## config.mk

```make
export PLATFORM = sky130hd
export DESIGN_NAME = if_stage
export DESIGN_NICKNAME = d
export VERILOG_FILES = /design/src/rtl/if_stage.sv
export SDC_FILE = /design/constraint.sdc
export NUM_CORES = 1
export LEC_CHECK = 0
export BUFFER_PORTS_ARGS = -buffer_cell sky130_fd_sc_hd__buf_2
export CORE_MARGIN = 2
export CORE_UTILIZATION = 30
export CTS_BUF_LIST = sky130_fd_sc_hd__clkbuf_8
export DETAILED_ROUTE_END_ITERATION = 8
export PLACE_DENSITY = 0.64
export SLEW_MARGIN = 15
export SYNTH_ARGS = -nofsm -noshare
export SYNTH_HDL_FRONTEND = slang
export SYNTH_SLANG_ARGS = --single-unit
```

## constraint.sdc

```tcl
create_clock -name clk -period 2.4 [get_ports clk]
set_input_delay 0.36 -clock clk [delete_from_list [all_inputs] [get_ports clk]]
set_output_delay 0.36 -clock clk [all_outputs]
set_load 0.02 [all_outputs]
```

## src/rtl/if_stage.sv

```systemverilog
// Instruction-fetch stage: program counter, IF/ID pipeline register, boot hold,
// load-use stall and EX-stage redirect with misaligned-target flagging.
module if_stage #(
    parameter logic [31:0] RESET_PC  = 32'h0000_0000,
    parameter int unsigned BOOT_WAIT = 1,
    parameter logic [31:0] NOP_INSTR = 32'h0000_0000
) (
    input  logic        clk,
    input  logic        rst_n,
    input  logic        hz_stall,
    input  logic        ex_redirect,
    input  logic [31:0] ex_target,
    input  logic [31:0] imem_instr,
    output logic [31:0] pc,
    output logic [31:0] id_pc,
    output logic [31:0] id_pc_plus4,
    output logic [31:0] id_instr,
    output logic        id_valid,
    output logic        pc_misaligned
);

    typedef enum logic {
        ST_BOOT = 1'b0,
        ST_RUN  = 1'b1
    } state_t;

    localparam logic [3:0] BOOT_INIT = 4'(BOOT_WAIT);

    state_t      state_q, state_d;
    logic [3:0]  boot_cnt_q, boot_cnt_d;
    logic [31:0] pc_q, pc_d;
    logic [31:0] id_pc_q, id_pc_d;
    logic [31:0] id_pc_plus4_q, id_pc_plus4_d;
    logic [31:0] id_instr_q, id_instr_d;
    logic        id_valid_q, id_valid_d;
    logic        pc_misaligned_q, pc_misaligned_d;
    logic [31:0] pc_plus4;

    assign pc_plus4 = pc_q + 32'd4;

    always_comb begin
        state_d         = state_q;
        boot_cnt_d      = boot_cnt_q;
        pc_d            = pc_q;
        id_pc_d         = id_pc_q;
        id_pc_plus4_d   = id_pc_plus4_q;
        id_instr_d      = id_instr_q;
        id_valid_d      = id_valid_q;
        pc_misaligned_d = 1'b0;

        case (state_q)
            ST_BOOT: begin
                // Boot always spends at least one edge so instruction_mem can load.
                id_instr_d = NOP_INSTR;
                id_valid_d = 1'b0;
                boot_cnt_d = (boot_cnt_q == 4'd0) ? 4'd0 : boot_cnt_q - 4'd1;
                if (boot_cnt_q <= 4'd1) begin
                    state_d = ST_RUN;
                end
            end
            default: begin
                if (ex_redirect) begin
                    // Redirect beats stall: the stalled instruction is wrong-path.
                    pc_d            = {ex_target[31:2], 2'b00};
                    id_instr_d      = NOP_INSTR;
                    id_valid_d      = 1'b0;
                    pc_misaligned_d = |ex_target[1:0];
                end else if (!hz_stall) begin
                    pc_d          = pc_plus4;
                    id_pc_d       = pc_q;
                    id_pc_plus4_d = pc_plus4;
                    id_instr_d    = imem_instr;
                    id_valid_d    = 1'b1;
                end
            end
        endcase
    end

    always_ff @(posedge clk) begin
        if (!rst_n) begin
            state_q         <= ST_BOOT;
            boot_cnt_q      <= BOOT_INIT;
            pc_q            <= RESET_PC;
            id_pc_q         <= 32'h0;
            id_pc_plus4_q   <= 32'h0;
            id_instr_q      <= NOP_INSTR;
            id_valid_q      <= 1'b0;
            pc_misaligned_q <= 1'b0;
        end else begin
            state_q         <= state_d;
            boot_cnt_q      <= boot_cnt_d;
            pc_q            <= pc_d;
            id_pc_q         <= id_pc_d;
            id_pc_plus4_q   <= id_pc_plus4_d;
            id_instr_q      <= id_instr_d;
            id_valid_q      <= id_valid_d;
            pc_misaligned_q <= pc_misaligned_d;
        end
    end

    assign pc            = pc_q;
    assign id_pc         = id_pc_q;
    assign id_pc_plus4   = id_pc_plus4_q;
    assign id_instr      = id_instr_q;
    assign id_valid      = id_valid_q;
    assign pc_misaligned = pc_misaligned_q;

endmodule

```

## Yosys cells after proc, flatten, opt, wreduce, memory -nomap -nowiden

Index checks and enable logic that the tools add are counted.

- Bits in writable memories: 0
- Output and inout port bits: 130
- Word-level logic and storage cells: 27
- Flip-flop bits (word level): 135
- Memories kept: 0
- Latch bits: 0
- Memory bits (read-only): 0
- Input port bits: 68

- Reduce and logical (&&, ||, !) cells: 6
- Multipliers: 0
- Equality and inequality tests: 1
- Order comparisons: 1
- Bitwise gates (word level): 4
- Div/mod/pow operators: 0
- Add/sub/neg operators: 2
- Shifts and indexed selects: 0
- Multiplexer cells: 5

Operator list:

| kind | count |
|---|---|
| $mux 32 | 2 |
| $add 32x3->32 const B | 1 |
| $reduce_and 3->1 | 2 |
| $le 4x1->1 const B | 1 |
| $logic_not 4->1 | 1 |
| $mux 4 | 1 |
| $not 1->1 | 4 |
| $sub 4x1->4 const B | 1 |
| $reduce_or 3->1 | 1 |
| $mux 1 | 2 |
| $ne 2x1->1 const B | 1 |
| $reduce_and 2->1 | 1 |
| $reduce_or 2->1 | 1 |

## Logic depth before layout (Yosys ltp)

Gate-level depths: netlist of run 1.

- Depth after elaboration: 3
- Gate-level depth with buffers: 7
- Gate-level depth less buffers: 6

## Worst setup path after synthesis of run 1

Ideal clock, no wire load.

- Kind: register -> register
- Start point: reg pc_q[3] (netlist: pc[3])
- End point: reg pc_q[14] (netlist: pc[14])
- Clock period less this slack: 2.004 ns
- Setup slack: 0.396 ns
- Setup time: 0.132 ns
- Data arrival time: 1.871 ns
- Buffers on the path: 0
- Data required time: 2.268 ns
- Cell stages (with the launch flop): 7
- Cell sequence: dfxtp_1 ha_1 nand3_1 nor4_1 mux2_2 nand2_1 a31oi_1

- Longest elaborated chain between the ends: 3

Ends and longest elaborated chain:

| element | RTL line | RTL |
|---|---|---|
| from (decl) | 31 | `logic [31:0] pc_q, pc_d;` |
| from (signal assigned) | 92 | `pc_q <= pc_d;` |
| $add 32x3->32 | 39 | `assign pc_plus4 = pc_q + 32'd4;` |
| $mux 32 | 68 | `end else if (!hz_stall) begin` |
| $mux 32 | 62 | `if (ex_redirect) begin` |

No other way between the ends. The select of a mux whose other input is x is not followed.
A chain may end at the register's enable or synchronous reset.

## Worst setup path after layout of run 1

- Start point: reg pc_q[3] (netlist: pc[3])
- End point: reg pc_q[30] (netlist: pc[30])

The elaborated chain is that of the path after synthesis.

==> results.py, run 1 <==
metrics = {
    "min_path": {
        "min-delay-path-class": "in -> reg",
        "hp-start": "ex_target[0]",
    },
    "routing": {
        "vias_per_cell": 4.97,
        "post_drt_wl_per_cell_um": 16.3,
        "firstDrtPassIters": 5,
        "dr_total_vias": 5596,
        "antenna_left": 0,
        "drt_iter0_markers": 314,
        "drt-total-wl_um": 18400,
        "post-route-drc-count": 0,
    },
    "floorplanning": {
        "die_x_um": 142,
        "dieHeight_um": 142,
        "num_rows": 50,
        "start_util": 0.305,
        "core_area_sq_um": 18700,
        "pin_count": 198,
        "die_area_sq_um": 20100,
    },
    "power": {
        "p_switching_uw": 1340,
        "seqPwrFrac": 0.496,
        "combPwrFrac": 0.136,
        "power.density_nw_per_um2": 629,
        "netSwitchingFraction": 0.291,
        "clkPwrFrac": 0.368,
        "max-vdd-ir-drop_v": 0.000379,
        "p_leak_uw": 0.00325,
        "p_int_uw": 3270,
    },
    "timing": {
        "fmax_mhz": 464,
        "slew-limit-headroom": 0.484,
        "setup_slack_ns": 0.246,
        "hold_viol": 0,
        "setup_tns_ns": 0,
        "skew_ns": 0.0122,
        "worst_pin_slew_ns": 0.774,
        "period_minus_slack_ns": 2.15,
        "setup_viol": 0,
        "rsz0062_at_grt": "no",
        "fin_crit_sh": 0.898,
        "holdWs_ns": 0.143,
        "finalMaxSlewViolations": 0,
    },
    "logic_synthesis": {
        "syn_area_sq_um": 5710,
        "netlist_instances": 696,
        "async_flop_share": 0,
        "synth_ff_type": "dfxtp_1",
        "synth_area_per_cell_sq_um": 8.20,
        "synthDistinctLibCells": 54,
        "ys_seq_elements": 129,
        "synth_edf_count": 0,
        "ys_seq_area_frac": 0.453,
        "ys_warn_count": 0,
    },
    "grt": {
        "grt-ovfl-total": 0,
        "grt_max_degree": 83,
        "grt_pass1_wl_um": 28400,
        "antenna_found_initial": 2,
        "grt_pass1_vias": 5195,
        "grt.total_usage": 0.182,
    },
    "layout": {
        "drive_above_1_share": 0.300,
        "final_nets": 946,
        "post-route-util": 0.392,
        "areaGrowthSynthToFinish_pct": 28.5,
    },
    "worst_setup_path": {
        "cp.arrival_ns": 2.48,
        "crit_type": "reg -> reg",
        "required_ns": 2.73,
        "worstPathCellList": "ha_1, and4_1, and3_1, nand4_1, o311ai_0",
        "cp-end-kind": "register",
        "cp-startpoint": "pc[3]",
        "critPathSlowestCell": "dfxtp_1",
        "r2r-start": "pc[3]",
        "crit_fanout": 8,
        "critPathLaunchType": "register",
        "cpPeakStageDelay_ns": 0.48,
    },
    "clock_tree": {
        "cts_root_buffer": "clkbuf_8",
        "cts_buffers": 17,
        "clkTransAtPathRegs_ns": 0.08,
        "htree_num_levels": 4,
        "insertion_delay_ns": 0.45,
        "cts_resized": 0,
        "clockBufferDepth": 2,
        "cts_sinks": 129,
        "cts_tree": "done",
        "postCtsSetupBuffers": 0,
        "postCtsHoldBufs": 0,
    },
    "run": {
        "max_cap_viol_count": 0,
    },
    "place": {
        "dp_hpwl_um": 13200,
        "post-place-ws_ns": 0.310,
        "globalplace.congestion": 0.839,
        "numPortBuffers": 191,
    },
    "outcome": {
        "run_status": "completed",
    },
}
layer usage:
layer / up-vias / global-route usage / routed length, um
li1: 2762 / - / -
met1: 2577 / 0.224 / 7790
met2: 230 / 0.295 / 8490
met3: 25 / 0.0678 / 1720
met4: 2 / 0.0626 / 347
met5: - / 0 / 13
worst max-delay path: cells and delay by family (launching register included):
family,cells,cell delay (ns)
fa+ha+maj,1,0.29
simple gates,3,0.90
flops,1,0.48
compound gates,1,0.38
cells by family after synthesis:
kind of cell             synth area share
adder cells (fa/ha/maj)           0.00219
XOR/XNOR                           0.0414
AND/OR/NAND/NOR                     0.215
other                            0.000657
multiplexers                       0.0671
flip-flops                          0.453
AO/OA/AOI/OAI                       0.163
buffers and inverters              0.0577
Yosys cell counts, types with 6 or more instances:
master    number  share of area
and3_1         7         0.0077
dfxtp_1      129           0.45
a31oi_1        8         0.0088
xnor2_1       15          0.023
o21ai_0       41          0.036
mux2i_1       36          0.063
nor3_1         6         0.0053
nand3_1       31          0.027
o31ai_1        6         0.0079
nand4_1       11          0.012
a21oi_1       68          0.060
xor2_1        12          0.018
buf_4          6         0.0079
clkbuf_1      45          0.030
a211oi_1      10          0.013
nand2_1      104          0.068
nor2_1        71          0.047
buf_1          8         0.0053
buf_2          7         0.0061
inv_1         12         0.0079
stage by stage:
stage	power, uW	instance area (sq um)	cells
after floorplan	2710	5730	701
after global placement	2960	6980	1092
after detailed placement	2970	6980	1092
after CTS	4680	7330	1124
after global routing	4830	7330	1124
final	4610	7330	1125
layout by cell type, fill, tap and decap left out, types with 14 or more instances in the layout:
cell type  synthesis  final
buf_4              6     31
nor2_1            71     70
inv_1             12     14
buf_2              7    191
nand2_1          104    104
xnor2_1           15     15
mux2i_1           36     36
dfxtp_1          129    129
clkbuf_8           0     18
nand3_1           31     30
o21ai_0           41     41
a21oi_1           68     68
cell type report:
cell class | instances | area, sq um
multi-input cells | 493 | 2830
fillers | 1973 | 11400
well taps | 234 | 293
flip-flops and latches | 129 | 2580
clock buffers | 18 | 248
inverters | 12 | 45.0
diodes | 1 | 2.50
clock inverters | 14 | 101
repair buffers | 224 | 1230
flip-flops by register name, summed over array words and instances, names as in the netlist:
register,flops
state_q,1
id_pc_plus4,30
id_instr,32
pc_misaligned,1
id_pc,30
pc,30
id_valid,1
boot_cnt_q,4
worst paths after layout:
path,to,slack [ns],cells after the start
min,pc_misaligned,0.14,3
max reg2reg,pc[30],0.25,5
max,pc[30],0.25,5
min reg2reg,id_valid,0.45,2
power by group through the flow:
stage                     clock (uW)  sequential (uW)  combinational [uW]
after CTS                       1760             2290                 631
after global routing            1850             2300                 682
after detailed placement           0             2340                 629
final                           1700             2290                 628
after floorplan                    0             2400                 310
after global placement             0             2330                 626
No activity file was read; power rests on OpenSTA's default activity.
==> run 2: changes to the inputs <==
--- a/config.mk
+++ b/config.mk
@@ -6,11 +6,12 @@
 export NUM_CORES = 1
 export LEC_CHECK = 0
 export BUFFER_PORTS_ARGS = -buffer_cell sky130_fd_sc_hd__buf_2
-export CORE_MARGIN = 2
+export CORE_MARGIN = 8
 export CORE_UTILIZATION = 30
 export CTS_BUF_LIST = sky130_fd_sc_hd__clkbuf_8
 export DETAILED_ROUTE_END_ITERATION = 8
 export PLACE_DENSITY = 0.64
+export RECOVER_POWER = 100
 export SLEW_MARGIN = 15
 export SYNTH_ARGS = -nofsm -noshare
 export SYNTH_HDL_FRONTEND = slang
==> run 2 against run 1 <==
Count of clock-buffer cells in the layout unchanged. Non-clock buffer count increased by 1. Routed wire length increased by 7.4%. Critical path depth increased by 1. Combinational power decreased by 4.0%. Sequential power about the same. Final area decreased by 1.6%. Hold slack got worse by 0.0035 ns. Total power increased by 9.9%. Final cell count unchanged. Global-route usage decreased by 1.8 points. Critical path type unchanged. Largest cell class unchanged.
==> results.py, run 2 (synthesis gave the netlist of run 1 again) <==
metrics = {
    "routing": {
        "antenna_left": 0,
        "post_drt_wl_per_cell_um": 17.5,
        "post-route-drc-count": 0,
        "met1_length_um": 8450,
        "top_layer_used": "met5",
        "wl_met2_um": 8820,
        "dr_total_vias": 5542,
        "firstDrtPassIters": 4,
        "route.met3.wl_um": 2070,
        "vias_per_cell": 4.93,
        "drt-total-wl_um": 19700,
        "drt_iter0_markers": 335,
    },
    "layout": {
        "layout_common_cells": "dfxtp_1, clkbuf_1, nand2_1",
        "post-route-util": 0.386,
        "final_nets": 947,
        "antennaDiodeCount": 0,
        "largest_reg_flops": 32,
        "drive_above_1_share": 0.158,
        "areaGrowthSynthToFinish_pct": 26.4,
        "fin_area_sq_um": 7210,
        "layout_commonest_cell": "dfxtp_1",
    },
    "worst_setup_path": {
        "critPathLaunchType": "register",
        "crit_family": "compound AO/OA/AOI/OAI gates",
        "crit_fanout": 11,
        "cp.arrival_ns": 2.57,
        "required_ns": 2.74,
        "critPathBufInv": 2,
        "crit_type": "reg -> reg",
        "worstPathCellList": "clkbuf_1, o21ai_1, clkbuf_2, a21oi_1, o41ai_1, o21a_1",
        "cp-end-kind": "register",
        "cpPeakStageDelay_ns": 0.59,
        "critPathSlowestCell": "dfxtp_1",
    },
    "grt": {
        "grt.total_usage": 0.165,
        "grt_pass1_wl_um": 30700,
        "antenna_found_initial": 5,
        "grt_max_degree": 65,
        "grt-ovfl-total": 0,
        "grt_pass1_vias": 5509,
    },
    "timing": {
        "finalMaxSlewViolations": 0,
        "fmax_mhz": 449,
        "setup_viol": 0,
        "slew-limit-headroom": 0.0532,
        "setup_tns_ns": 0,
        "rsz0062_at_grt": "no",
        "period_minus_slack_ns": 2.23,
        "fin_crit_sh": 0.927,
        "setup_slack_ns": 0.175,
        "worst_pin_slew_ns": 1.42,
        "skew_ns": 0.00771,
        "hold_viol": 0,
    },
    "clock_tree": {
        "clockBufferDepth": 2,
        "cts_sinks": 129,
        "clkTransAtPathRegs_ns": 0.08,
        "cts_resized": 0,
        "postCtsSetupBuffers": 0,
        "insertion_delay_ns": 0.45,
        "htree_num_levels": 4,
        "postCtsHoldBufs": 0,
        "cts_root_buffer": "clkbuf_8",
        "cts_buffers": 17,
        "cts_tree": "done",
    },
    "floorplanning": {
        "num_rows": 50,
        "dieHeight_um": 154,
        "pin_count": 198,
        "start_util": 0.305,
        "die_x_um": 154,
        "core_area_sq_um": 18700,
        "die_area_sq_um": 23700,
    },
    "place": {
        "globalplace.congestion": 0.812,
        "placed_cell_area_sq_um": 6970,
        "numPortBuffers": 191,
        "dp_hpwl_um": 14600,
        "post-place-ws_ns": 0.226,
    },
    "outcome": {
        "run_status": "completed",
    },
    "power": {
        "max-vdd-ir-drop_v": 0.000446,
        "power.density_nw_per_um2": 702,
        "clkPwrFrac": 0.429,
        "p_switching_uw": 1380,
        "p_total_uw": 5070,
        "seqPwrFrac": 0.452,
        "p_int_uw": 3680,
        "p_leak_uw": 0.00272,
        "netSwitchingFraction": 0.273,
        "combPwrFrac": 0.119,
    },
    "min_path": {
        "min-delay-path-class": "in -> reg",
    },
    "run": {
        "max_cap_viol_count": 0,
    },
}
==> run 2: worst paths after layout <==
path	startpoint	to	depth (start not counted)	slack [ns]
setup reg to reg	state_q	pc[23]	6	0.17
hold / removal	imem_instr[1]	id_instr[1]	3	0.14
setup / recovery	state_q	pc[23]	6	0.17
hold reg to reg	id_valid	id_valid	2	0.46
==> run 2: worst min-delay path, delay by kind of cell <==
family	cells	cell delay, ns
AND/OR/NAND/NOR	1	0.07
buffers and inverters	1	0.08
multiplexers	1	0.05
==> run 2: final cells by class <==
| type | count | area, sq um |
|---|---|---|
| repair buffers | 225 | 1020 |
| clock inverters | 14 | 211 |
| inverters | 12 | 45.0 |
| fillers | 2029 | 11500 |
| multi-input cells | 493 | 2820 |
| flip-flops and latches | 129 | 2580 |
| clock buffers | 18 | 248 |
| well taps | 234 | 293 |
==> run 2: routing by layer <==
metal	global-route usage	vias to the layer above
li1	-	2758
met1	0.195	2530
met4	0.0532	8
met3	0.0788	28
met2	0.257	218
met5	0	-
==> run 2: power by group through the flow <==
stage	sequential, uW	clock [uW]	combinational, uW
finish	2290	2180	603
global route	2300	2350	660
CTS	2290	2250	637
detailed placement	2340	0	635
global placement	2330	0	634
floorplan	2400	0	310
==> run 2: metrics by stage <==
step | std cells | hold WS, ns
after floorplan | 701 | 0.453
after global placement | 1093 | 0.430
after detailed placement | 1093 | 0.440
after CTS | 1125 | 0.104
after global routing | 1125 | 0.102
final | 1125 | 0.139
==> run 3: changes to the inputs <==
--- a/config.mk
+++ b/config.mk
@@ -10,8 +10,10 @@
 export CORE_UTILIZATION = 30
 export CTS_BUF_LIST = sky130_fd_sc_hd__clkbuf_8
 export DETAILED_ROUTE_END_ITERATION = 8
+export GPL_ROUTABILITY_DRIVEN = 1
 export PLACE_DENSITY = 0.64
 export RECOVER_POWER = 100
+export REMOVE_ABC_BUFFERS = 1
 export SLEW_MARGIN = 15
 export SYNTH_ARGS = -nofsm -noshare
 export SYNTH_HDL_FRONTEND = slang
==> run 3 against run 2 <==
Critical path depth decreased by 1. Clock power about the same. Combinational power decreased by 2%. Routed wire length decreased by 2.6%. Final area increased by 0.10%. Sequential power about the same. Via count increased by 0.34%. Clock skew increased by 0.0031 ns. Hold slack got worse by 0.0024 ns. Die area unchanged. Critical endpoint is now pc[25].
==> results.py, run 3 (synthesis gave the netlist of run 1 again) <==
metrics = {
    "clock_tree": {
        "cts_resized": 0,
        "cts_tree": "done",
        "insertion_delay_ns": 0.45,
        "htree_num_levels": 4,
        "clockBufferDepth": 2,
        "postCtsSetupBuffers": 0,
        "postCtsHoldBufs": 0,
        "cts_sinks": 129,
        "cts_root_buffer": "clkbuf_8",
        "cts_buffers": 17,
        "clkTransAtPathRegs_ns": 0.08,
    },
    "grt": {
        "grt_pass1_vias": 5570,
        "grt_pass1_wl_um": 30000,
        "grt-ovfl-total": 0,
        "antenna_found_initial": 6,
        "grt.total_usage": 0.160,
        "grt_max_degree": 50,
    },
    "place": {
        "dp_hpwl_um": 13800,
        "placedCellCount": 1091,
        "globalplace.congestion": 0.797,
        "numPortBuffers": 191,
    },
    "timing": {
        "fmax_mhz": 447,
        "setup_tns_ns": 0,
        "setup_viol": 0,
        "worst_pin_slew_ns": 0.881,
        "fin_crit_sh": 0.933,
        "period_minus_slack_ns": 2.24,
        "slew-limit-headroom": 0.408,
        "finalMaxSlewViolations": 0,
        "skew_ns": 0.0108,
        "rsz0062_at_grt": "no",
        "hold_viol": 0,
    },
    "worst_setup_path": {
        "worstPathCellList": "nand4_4, nor4_4, nand4_1, or3_1, a31oi_1",
        "cp-startpoint": "pc[7]",
        "r2r_slack_ns": 0.16,
        "reg2reg_depth": 5,
        "crit_fanout": 9,
        "critPathLaunchType": "register",
        "r2r-start": "pc[7]",
        "required_ns": 2.77,
        "crit_type": "reg -> reg",
        "cpPeakStageDelay_ns": 0.62,
        "critPathSlowestCell": "nor4_4",
        "cp-end-kind": "register",
        "cp.arrival_ns": 2.61,
        "rr_endpoint": "pc[25]",
        "endpoint": "pc[25]",
    },
    "floorplanning": {
        "core_area_sq_um": 18700,
        "dieHeight_um": 154,
        "die_area_sq_um": 23700,
        "start_util": 0.305,
        "pin_count": 198,
        "die_x_um": 154,
        "num_rows": 50,
    },
    "routing": {
        "firstDrtPassIters": 5,
        "post-route-drc-count": 0,
        "drt_iter0_markers": 324,
        "vias_per_cell": 4.94,
        "post_drt_wl_per_cell_um": 17.1,
        "dr_total_vias": 5561,
        "antenna_left": 0,
        "drt-total-wl_um": 19200,
    },
    "power": {
        "power.density_nw_per_um2": 702,
        "max-vdd-ir-drop_v": 0.000326,
        "p_leak_uw": 0.00272,
        "p_total_uw": 5070,
    },
    "run": {
        "max_cap_viol_count": 0,
    },
    "layout": {
        "drive_above_1_share": 0.152,
        "nFillCells": 1991,
        "final_nets": 945,
        "instances_no_fill": 1125,
        "post-route-util": 0.386,
        "ff_latch_area_sq_um": 2580,
        "largest_reg_flops": 32,
        "multi_input_area_sq_um": 2810,
        "layout_common_cells": "dfxtp_1, clkbuf_1, nand2_1",
        "areaGrowthSynthToFinish_pct": 26.6,
    },
    "min_path": {
        "min-delay-path-class": "in -> reg",
    },
    "outcome": {
        "run_status": "completed",
    },
}
-- run 3: report_power, final --
group | internal [uW] | switching (uW) | total, uW
registers | 2210 | 75.9 | 2290
logic | 207 | 386 | 593
clock network | 1260 | 924 | 2190
total | 3680 | 1390 | 5070
-- run 3: final cells by class --
type,count,area share
multi-input cells,493,0.389
diodes,3,0.00104
flip-flops and latches,129,0.358
repair buffers,223,0.142
well taps,234,0.0405
inverters,12,0.00624
clock buffers,18,0.0343
clock inverters,13,0.0291
-- run 3: per-stage QoR --
step	worst slack [ns]	cell area, sq um	hold WS (ns)
after floorplan	-1.38	5440	0.453
after detailed placement	0.217	6970	0.437
after global routing	0.00440	7220	0.100
after CTS	0.192	7430	0.0958
final	0.161	7220	0.137
after global placement	0.292	6970	0.429
-- run 3: worst min-delay path by stage --
| stage | from | end | slack, ns | cells past startpoint |
|---|---|---|---|---|
| global placement | id_valid | id_valid | 0.43 | 2 |
| CTS | imem_instr[22] | id_instr[22] | 0.1 | 3 |
| finish | imem_instr[22] | id_instr[22] | 0.14 | 3 |
| detailed placement | id_valid | id_valid | 0.44 | 2 |
| global route | imem_instr[22] | id_instr[22] | 0.10 | 3 |
| floorplan | boot_cnt_q[3] | boot_cnt_q[3] | 0.45 | 1 |
-- run 3: routing by layer --
layer,global-route usage,routed length [um],vias up
met5,0,35,-
met4,0.0546,204,6
met3,0.0816,2010,25
met2,0.252,8790,201
met1,0.184,8140,2576
li1,-,-,2753
-- run 3: worst max-delay path: cells and delay by family (launching register included) --
kind | cells | cell delay (ns)
AOI/OAI and AO/OA | 1 | 0.18
DFF | 1 | 0.51
and+or+nand+nor | 4 | 1.47
